File: config.mk
export PLATFORM = sky130hd
export DESIGN_NAME = elastic_stage_register
export DESIGN_NICKNAME = d
export VERILOG_FILES = /design/src/rtl/elastic_stage_register.sv
export SDC_FILE = /design/constraint.sdc
export NUM_CORES = 1
export LEC_CHECK = 0
export ABC_AREA = 1
export BUFFER_PORTS_ARGS = -buffer_cell sky130_fd_sc_hd__buf_2
export CAP_MARGIN = 20
export CORE_ASPECT_RATIO = 1.4
export CORE_MARGIN = 2
export CORE_UTILIZATION = 44
export CTS_BUF_LIST = sky130_fd_sc_hd__clkbuf_8
export DETAILED_ROUTE_END_ITERATION = 16
export PLACE_DENSITY = 0.79
export SYNTH_ARGS = -nofsm -noshare
export SYNTH_HDL_FRONTEND = slang
export SYNTH_SLANG_ARGS = --single-unit
File: constraint.sdc
create_clock -name clk -period 1.65 [get_ports clk]
set_input_delay 0.33 -clock clk [delete_from_list [all_inputs] [get_ports clk]]
set_output_delay 0.33 -clock clk [all_outputs]
set_load 0.005 [all_outputs]
File: src/rtl/elastic_stage_register.sv
// Handshaked pipeline stage with a two-entry skid buffer, synchronous flush and
// a saturating stall-cycle counter. Backpressure comes only from registered state.
module elastic_stage_register #(
    parameter int WIDTH     = 32,
    parameter int CNT_WIDTH = 16
) (
    input  logic                 clk,
    input  logic                 reset,
    input  logic                 flush,
    input  logic                 in_valid,
    output logic                 in_ready,
    input  logic [WIDTH-1:0]     in_data,
    output logic                 out_valid,
    input  logic                 out_ready,
    output logic [WIDTH-1:0]     out_data,
    output logic [1:0]           occupancy,
    output logic [CNT_WIDTH-1:0] stall_count
);

    typedef enum logic [1:0] {
        ST_EMPTY = 2'd0,
        ST_ONE   = 2'd1,
        ST_FULL  = 2'd2
    } state_t;

    state_t                r_state;
    logic [WIDTH-1:0]      r_main;
    logic [WIDTH-1:0]      r_skid;
    logic                  r_in_ready;
    logic                  r_out_valid;
    logic [1:0]            r_occupancy;
    logic [CNT_WIDTH-1:0]  r_stall;

    logic                  w_in_fire;
    logic                  w_out_fire;
    logic                  w_stalled;
    state_t                w_state_nxt;
    logic [WIDTH-1:0]      w_main_nxt;
    logic [WIDTH-1:0]      w_skid_nxt;

    assign w_in_fire  = in_valid & r_in_ready;
    assign w_out_fire = r_out_valid & out_ready;
    assign w_stalled  = r_out_valid & ~out_ready;

    // NOTE: every always_comb output gets a default first so no path infers a latch.
    always_comb begin
        w_state_nxt = r_state;
        w_main_nxt  = r_main;
        w_skid_nxt  = r_skid;
        if (flush) begin
            w_state_nxt = ST_EMPTY;
            w_main_nxt  = '0;
            w_skid_nxt  = '0;
        end else begin
            unique case (r_state)
                ST_EMPTY: begin
                    if (w_in_fire) begin
                        w_state_nxt = ST_ONE;
                        w_main_nxt  = in_data;
                    end
                end
                ST_ONE: begin
                    if (w_in_fire && w_out_fire) begin
                        w_main_nxt = in_data;
                    end else if (w_in_fire) begin
                        w_state_nxt = ST_FULL;
                        w_skid_nxt  = in_data;
                    end else if (w_out_fire) begin
                        w_state_nxt = ST_EMPTY;
                    end
                end
                ST_FULL: begin
                    // The skid word always follows the main word out.
                    if (w_out_fire) begin
                        w_state_nxt = ST_ONE;
                        w_main_nxt  = r_skid;
                    end
                end
                default: w_state_nxt = ST_EMPTY;
            endcase
        end
    end

    // NOTE: sequential state uses non-blocking assignments so all registers update together.
    always_ff @(posedge clk) begin
        if (reset) begin
            r_state     <= ST_EMPTY;
            r_main      <= '0;
            r_skid      <= '0;
            r_in_ready  <= 1'b1;
            r_out_valid <= 1'b0;
            r_occupancy <= 2'd0;
        end else begin
            r_state     <= w_state_nxt;
            r_main      <= w_main_nxt;
            r_skid      <= w_skid_nxt;
            r_in_ready  <= (w_state_nxt != ST_FULL);
            r_out_valid <= (w_state_nxt != ST_EMPTY);
            r_occupancy <= w_state_nxt;
        end
    end

    // Flush does not clear the counter; a stalled flush cycle still counts.
    always_ff @(posedge clk) begin
        if (reset) begin
            r_stall <= '0;
        end else if (w_stalled && (r_stall != {CNT_WIDTH{1'b1}})) begin
            r_stall <= r_stall + CNT_WIDTH'(1);
        end
    end

    assign in_ready    = r_in_ready;
    assign out_valid   = r_out_valid;
    assign out_data    = r_main;
    assign occupancy   = r_occupancy;
    assign stall_count = r_stall;

endmodule

==> results of run 1 <==
[layer usage]
| metal | vias up | track usage, % | wire [um] |
|---|---|---|---|
| met2 | 90 | 35.6 | 4750 |
| met3 | 14 | 5.39 | 522 |
| met1 | 1635 | 21.6 | 3600 |
| met5 | - | 0 | 0 |
| li1 | 1865 | - | - |
| met4 | 0 | 9.56 | 175 |
[timing repair]
item	CTS	global route
resized for setup	0	3
endpoints found under the setup margin	0	5
setup buffers	0	1
hold buffers	0	0
[worst min-delay path by stage]
| stage | end | slack, ps | cells after the start |
|---|---|---|---|
| floorplan | stall_count[2] | 400 | 1 |
| global placement | r_skid[3] | 440 | 2 |
| detailed placement | r_skid[10] | 450 | 2 |
| CTS | r_skid[26] | 210 | 3 |
| global route | r_skid[27] | 230 | 3 |
| finish | r_skid[26] | 230 | 3 |
[Yosys cell counts (all sizes together)]
| cell type | n |
|---|---|
| o21ai | 32 |
| buf | 14 |
| nor2 | 58 |
| inv | 44 |
| ha | 1 |
| dfxtp | 84 |
| a211oi | 26 |
| nand3 | 11 |
| xnor2 | 3 |
| nand2 | 181 |
| xor2 | 3 |
| a21oi | 50 |
| nand4 | 6 |
| clkbuf | 13 |
[critical path: cells and delay by family, from the launching register on]
kind                       cells  cell delay, ps
AOI/OAI and AO/OA              1             110
DFF                            1             350
xor gates and xnor gates       1             220
adders and majority gates      1             220
and+or+nand+nor                3             490
[layout make-up]
class | count | area (um2) | share of cell area, %
multi-input cells | 371 | 1700 | 37.5
clock buffers | 9 | 124 | 2.73
inverters | 44 | 165 | 3.64
well taps | 102 | 128 | 2.82
flip-flops and latches | 84 | 1680 | 37.1
repair buffers | 106 | 651 | 14.4
clock inverters | 5 | 80.1 | 1.77
[logic make-up (layout without fill, tap and decap cells)]
family	count (synthesis)	count (layout)	synth area share, %
buffers and inverters	71	164	9.07
adders and majority gates	1	1	0.337
xor gates and xnor gates	6	6	1.42
DFF	84	84	45.3
AOI/OAI and AO/OA	108	108	16.5
and+or+nand+nor	256	256	27.3
[power breakdown]
group	leakage, nW	internal, W	switching (W)
Combinational	1.18	0.000153	0.000224
Clock	0.103	0.000833	0.000697
Sequential	0.681	0.00207	0.0000218
[sequential cells by signal (all words and copies together) (netlist names)]
signal       cells
r_skid          32
occupancy        2
in_ready         1
out_data        32
out_valid        1
stall_count     16
[placed cells by master, fill, tap and decap left out, types with 2 or more instances in the layout]
master / count
sky130_fd_sc_hd__a211oi_1: 26
sky130_fd_sc_hd__a21oi_1: 49
sky130_fd_sc_hd__buf_12: 6
sky130_fd_sc_hd__buf_2: 88
sky130_fd_sc_hd__buf_4: 12
sky130_fd_sc_hd__bufinv_16: 2
sky130_fd_sc_hd__clkbuf_8: 9
sky130_fd_sc_hd__dfxtp_1: 83
sky130_fd_sc_hd__inv_1: 42
sky130_fd_sc_hd__inv_2: 3
sky130_fd_sc_hd__nand2_1: 179
sky130_fd_sc_hd__nand2_2: 2
sky130_fd_sc_hd__nand3_1: 10
sky130_fd_sc_hd__nand4_1: 6
sky130_fd_sc_hd__nor2_1: 55
sky130_fd_sc_hd__nor2_4: 2
sky130_fd_sc_hd__o21ai_0: 24
sky130_fd_sc_hd__o21ai_1: 6
sky130_fd_sc_hd__o21ai_2: 2
sky130_fd_sc_hd__xnor2_1: 3
sky130_fd_sc_hd__xor2_1: 3
[metrics by stage]
step | std cells | util [%] | power, W | setup slack, ps
final | 721 | 55.3 | 0.00400 | 207
after global routing | 721 | 55.3 | 0.00419 | 39.0
after CTS | 720 | 54.9 | 0.00405 | 115
after detailed placement | 706 | 52.5 | 0.00251 | 121
after global placement | 706 | 52.5 | 0.00250 | 197
after floorplan | 526 | - | 0.00236 | 170
==> results summary, run 1 <==
Clock tree synthesis selected as its root buffer the cell sky130_fd_sc_hd__clkbuf_8. In this run the critical register-to-register path is launched from stall_count[1]. The number of diodes added for antenna fixing came out at 0.

Clock skew on the completed layout was measured at 9.37 ps. The worst setup path is launched from a flop. Measured against its own limit, the worst slew margin works out to 72.4%. The clock tree from TritonCTS is yes. After clock tree synthesis, the clock-pin slew on the worst setup and hold paths is 80 ps.

The arrival time at the worst endpoint is 1730 ps. The number of clock sinks seen by CTS is 84. Counting cells, the worst reg-to-reg path comes to 6.

The via count of the first global-routing pass is 3356. The signal on the critical path passes through ha_2, nand3_1, nor2_1, xor2_1, nand2_1, a21oi_1. The peak supply drop came out at 0.529 mV. Across every metal layer, demand over resource in global routing totals 20.1%. After layout, the minimum clock period comes to 1440 ps. The number of optimization iterations in the first detailed-route pass came out at 4. The post-DP HPWL is 6230 um. The required arrival time at the worst endpoint is 1930 ps. The first global-routing pass estimated 14500 um of wire. The clock insertion delay at the later pin of the skew report is 350 ps. The initial detailed-routing violation count is 203.

The maximum number of pins on one net before global-route repair is 65. The total power divided by cell area is 882 nW/um2. The final layout net count is 654. The remaining antenna violation count after routing is 0. The startpoint identified for the worst hold timing path is in_data[26]. The final number of setup-violating endpoints is 0. The number of pins exceeding their max-slew limit in the final report is 0.

The sequential cell area fraction in the yosys report came out at 45.3%. After detailed routing, the number of vias per cell comes to 5.00. By area the synthesized netlist is led by sky130_fd_sc_hd__dfxtp_1 45%, sky130_fd_sc_hd__nand2_1 18%, sky130_fd_sc_hd__a21oi_1 6.7%, sky130_fd_sc_hd__nor2_1 5.6%, sky130_fd_sc_hd__a211oi_1 5.3%. The H-tree was split into 3 levels. The largest total area in the synthesized netlist belongs to sky130_fd_sc_hd__dfxtp_1. The maximum count of clock buffers along a single path came out at 2. The DRC violations left is 0. Across the run, the number of max-cap violations was 0.

The Yosys step of the flow raised 0 warnings. The number of library cell types mapped by synthesis is 23. The floorplan step defined a die boundary enclosing 9200 um2. The area share of the largest cell type after synthesis is 45.3%. The netlist area before placement is 3710 um2. For this design the static power due to leakage is 1.96 nW. The sum of routed wire length over all layers came out at 9050 um.

STA classifies the critical path endpoint as a flop. The start point of the critical path is stall_count[1]. At the end of routability-driven placement, the weighted congestion stood at 0.944. The worst path uses 87.5% of the clock period. The layout overhead on the synthesized area is 22.1%. Setup repair after global routing left no endpoint under its margin.

The classification of the worst setup path is reg -> reg. For the pin with the worst max-slew slack, the measured transition is 414 ps. The type of the worst min-delay path is in -> reg. The number of port buffers is 88.

Once placement finished, the instance area stood at 4300 um2. The fraction of final layout cells with drive strength greater than 1 came out at 21.5%. The final design instance area without fill came out at 4530 um2. The initial core utilization is 45.3%. The initial antenna violation count was 0. The top achievable clock speed is 693 MHz.

The net count of the mapped netlist came out at 564. The worst hold slack is 232 ps. The filler cells instantiated in the layout total 811. In this run the count of I/O pins placed on the die edge is 89. The highest net fanout along the worst path came out at 4. The final-report hold violation count came out at 0. The detail-routed net length per standard cell came out at 12.5 um. The post-synthesis area per instance came out at 7.06 um2. The worst reg-to-reg setup slack came out at 210 ps. The delay contributed by the slowest stage of the critical path came out at 350 ps.

The chip height is 113 um. In this run the standard cell core region covers 8200 um2. The number of core rows came out at 39. The die boundary width is 81.6 um. The flop and latch count out of synthesis came out at 84.

Summed over all failing endpoints, the final setup total negative slack is 0 ps. The global route total overflow is 0. For this design, the slowest cell found on the critical path is sky130_fd_sc_hd__dfxtp_1. The worst register-to-register path ends at stall_count[6]. The routed layout has 3604 vias.

The number of CTS-inserted buffers came out at 9. The endpoint of the worst setup timing path is stall_count[6]. The synthesized instance count came out at 526. The flow ran to the end, and the final reports show no timing, DRC or antenna violations.
Power figures use the tool's default switching activity.
==> run 2: changes to the inputs <==
--- a/config.mk
+++ b/config.mk
@@ -14,6 +14,7 @@
 export CTS_BUF_LIST = sky130_fd_sc_hd__clkbuf_8
 export DETAILED_ROUTE_END_ITERATION = 16
 export PLACE_DENSITY = 0.79
+export RECOVER_POWER = 100
 export SYNTH_ARGS = -nofsm -noshare
 export SYNTH_HDL_FRONTEND = slang
 export SYNTH_SLANG_ARGS = --single-unit
==> run 2 against run 1 <==
Global-route usage did not move. Clock power about the same. Via count is 0.61% higher. Total power barely moved. Critical path depth rose by 2. First-iteration DRC count shrank 3.9%. Largest cell class unchanged. Clock skew down 0.64 ps. Critical endpoint is now stall_count[13]. Sequential power about the same. Highest routed layer unchanged.
==> results summary, run 2 (synthesized netlist as in run 1, its figures left out) <==
From synthesis to final layout, the design area changed by 20.7%. The required arrival time at the worst endpoint was 1900 ps (-30 ps). The die boundary width is 81.6 um (unchanged). The number of port buffers is 88 (unchanged).

The final worst-path cycle share came out at 90.1% (+2.7 points). In this run the critical register-to-register path is launched from stall_count[1]. The arrival time at the worst endpoint is 1740 ps (about the same). The maximum count of clock buffers along a single path is 2 (unchanged). The number of buffers inserted for hold repair after clock tree synthesis came out at 0 (unchanged). The global route total overflow came out at 0 (unchanged). Setup repair after global routing left no endpoint under its margin. The worst flop-to-flop path endpoint is stall_count[13]. The final setup skew is 8.73 ps (-0.644 ps). The max capacitance violation total is 0 (unchanged). The most critical setup path has its startpoint at stall_count[1]. The slew at the pin with the worst max-slew slack came out at 414 ps (+0.176 ps).

The clock-pin transition on the worst setup and hold timing paths came out at 80 ps (about the same). The total placed instance area is 4300 um2 (unchanged). The number of optimization iterations in the first detailed-route pass came out at 5 (+1). The worst-case setup margin in the final layout was 163 ps (-44.1 ps). The library cells used most frequently in the layout, excluding fill and tap cells, are 179 x sky130_fd_sc_hd__nand2_1, 83 x sky130_fd_sc_hd__dfxtp_1, 66 x sky130_fd_sc_hd__buf_2. The final number of setup-violating endpoints is 0 (unchanged). The number of ports placed on the die boundary is 89 (unchanged).

The maximum number of pins on one net before global-route repair is 65 (unchanged). The initial antenna violation count came out at 0 (unchanged). The detail-routed net length per standard cell was 12.5 um (-0.63%). The clock root buffer master is sky130_fd_sc_hd__clkbuf_8. The remaining antenna violation count after routing came out at 0 (unchanged). The type of the worst min-delay path is in -> reg. The highest net fanout along the worst path came out at 4 (unchanged). The overall track demand over capacity in global routing was 20.1% (unchanged). The sum of routed wire length over all layers came out at 8990 um (-0.63%). The initial core utilization is 45.3% (unchanged). The static leakage is 1.85 nW (-5.7%). The area of the core came out at 8200 um2 (unchanged).

The worst reg-to-reg setup slack is 160 ps (-40 ps). The number of core rows came out at 39 (unchanged). The chip height came out at 113 um (unchanged).

The depth of the worst register-to-register path came to 8 (+2). The wire length of the first global-routing pass came to 14500 um (unchanged). The post-DP HPWL was 6230 um (unchanged).

The footprint of the multi-input gates came out at 1700 um2 (-0.22%). The clock tree from TritonCTS is yes. The worst setup path is launched from a flop.

The number of pins exceeding their max-slew limit in the final report came out at 0 (unchanged). The fraction of final layout cells with drive strength greater than 1 was 17.0% (-4.5 points). The leading cell type in the layout, fill and taps excluded is sky130_fd_sc_hd__nand2_1. The peak supply drop is 0.528 mV (-0.17%). The setup TNS after final layout is 0 ps (unchanged).

The endpoint of the worst setup timing path is stall_count[13]. The post-route minimum period came out at 1490 ps (+44.1 ps). The final-report hold violation count is 0 (unchanged). The filler cell count is 831 (+2.5%).

STA classifies the critical path endpoint as a flop. The via density per instance came out at 5.03 (+0.61%). The number of CTS-inserted buffers came to 9 (unchanged). The initial detailed-routing violation count was 195 (-3.9%). The flow ran to the end, and the final reports show no timing, DRC or antenna violations. The tightest slew margin relative to the limit was 72.4% (about the same). The via count of the first global-routing pass is 3356 (unchanged). The final design instance area without fill is 4480 um2 (-1.2%). The number of vias in the routed layout came out at 3626 (+0.61%).

The area taken by flip-flops and latches is 1680 um2 (unchanged). The total die area is 9200 um2 (unchanged). The number of diodes added for antenna fixing came out at 0 (unchanged). The DRC violations left came to 0 (unchanged). The clock insertion delay at the later pin of the skew report is 350 ps (about the same). The top achievable clock speed came out at 672 MHz (-3.0%).

The worst setup slack before clock tree synthesis came out at 121 ps (unchanged). The weighted congestion reported at the end of routability-driven placement is 0.944 (unchanged). The classification of the worst setup path is reg -> reg. The number of H-tree levels was 3 (unchanged).

The power consumption is 0.00399 W (about the same). The final layout net count is 654 (unchanged). The number of clock sinks seen by CTS came out at 84 (unchanged). The total power divided by cell area is 892 nW/um2 (+1.1%).
[run 2: worst min-delay path by stage]
stage	to	slack (ps)	start	cells after the start
finish	r_skid[26]	230	in_data[26]	3
global route	r_skid[27]	230	in_data[27]	3
CTS	r_skid[26]	210	in_data[26]	3
detailed placement	r_skid[10]	450	r_skid[10]	2
global placement	r_skid[3]	440	r_skid[3]	2
floorplan	stall_count[2]	400	reset	1
[run 2: metrics by stage]
step	std cells	util [%]	hold WS (ps)
floorplan	526	-	399
global placement	706	52.5	444
detailed placement	706	52.5	450
CTS	720	54.9	215
global route	721	54.6	226
finish	721	54.6	233
[run 2: critical path, stage by stage (launching register included)]
cell,delay [ps]
sky130_fd_sc_hd__dfxtp_1,340
sky130_fd_sc_hd__clkbuf_1,190
sky130_fd_sc_hd__nand3_1,180
sky130_fd_sc_hd__inv_1,150
sky130_fd_sc_hd__nand3_1,140
sky130_fd_sc_hd__nor2_1,190
sky130_fd_sc_hd__nand3_1,100
sky130_fd_sc_hd__nand2_1,60
sky130_fd_sc_hd__nor2_1,40
[run 2: layout make-up]
cell class | instances | share of cell area, %
Inverter | 44 | 3.69
Multi-Input combinational cell | 371 | 37.9
Sequential cell | 84 | 37.6
Clock buffer | 9 | 2.77
Tap cell | 102 | 2.85
Timing Repair Buffer | 106 | 13.4
Clock inverter | 5 | 1.79
[run 2: power by group]
part / internal, W / switching [W]
Clock: 0.000833 / 0.000702
Sequential: 0.00207 / 0.0000224
Combinational: 0.000146 / 0.000223
[run 2: routing by layer]
layer	wire length [um]	track usage, %	part of all wire [%]	up-vias
met5	0	0	0	-
met4	224	9.56	2.5	0
li1	-	-	-	1868
met1	3650	21.6	41	1642
met2	4540	35.6	51	97
met3	573	5.39	6.4	19
[run 2: what timing repair did]
action,in CTS,in global routing
endpoints found under the setup margin,0,5
setup buffers,0,1
resized for setup,0,3
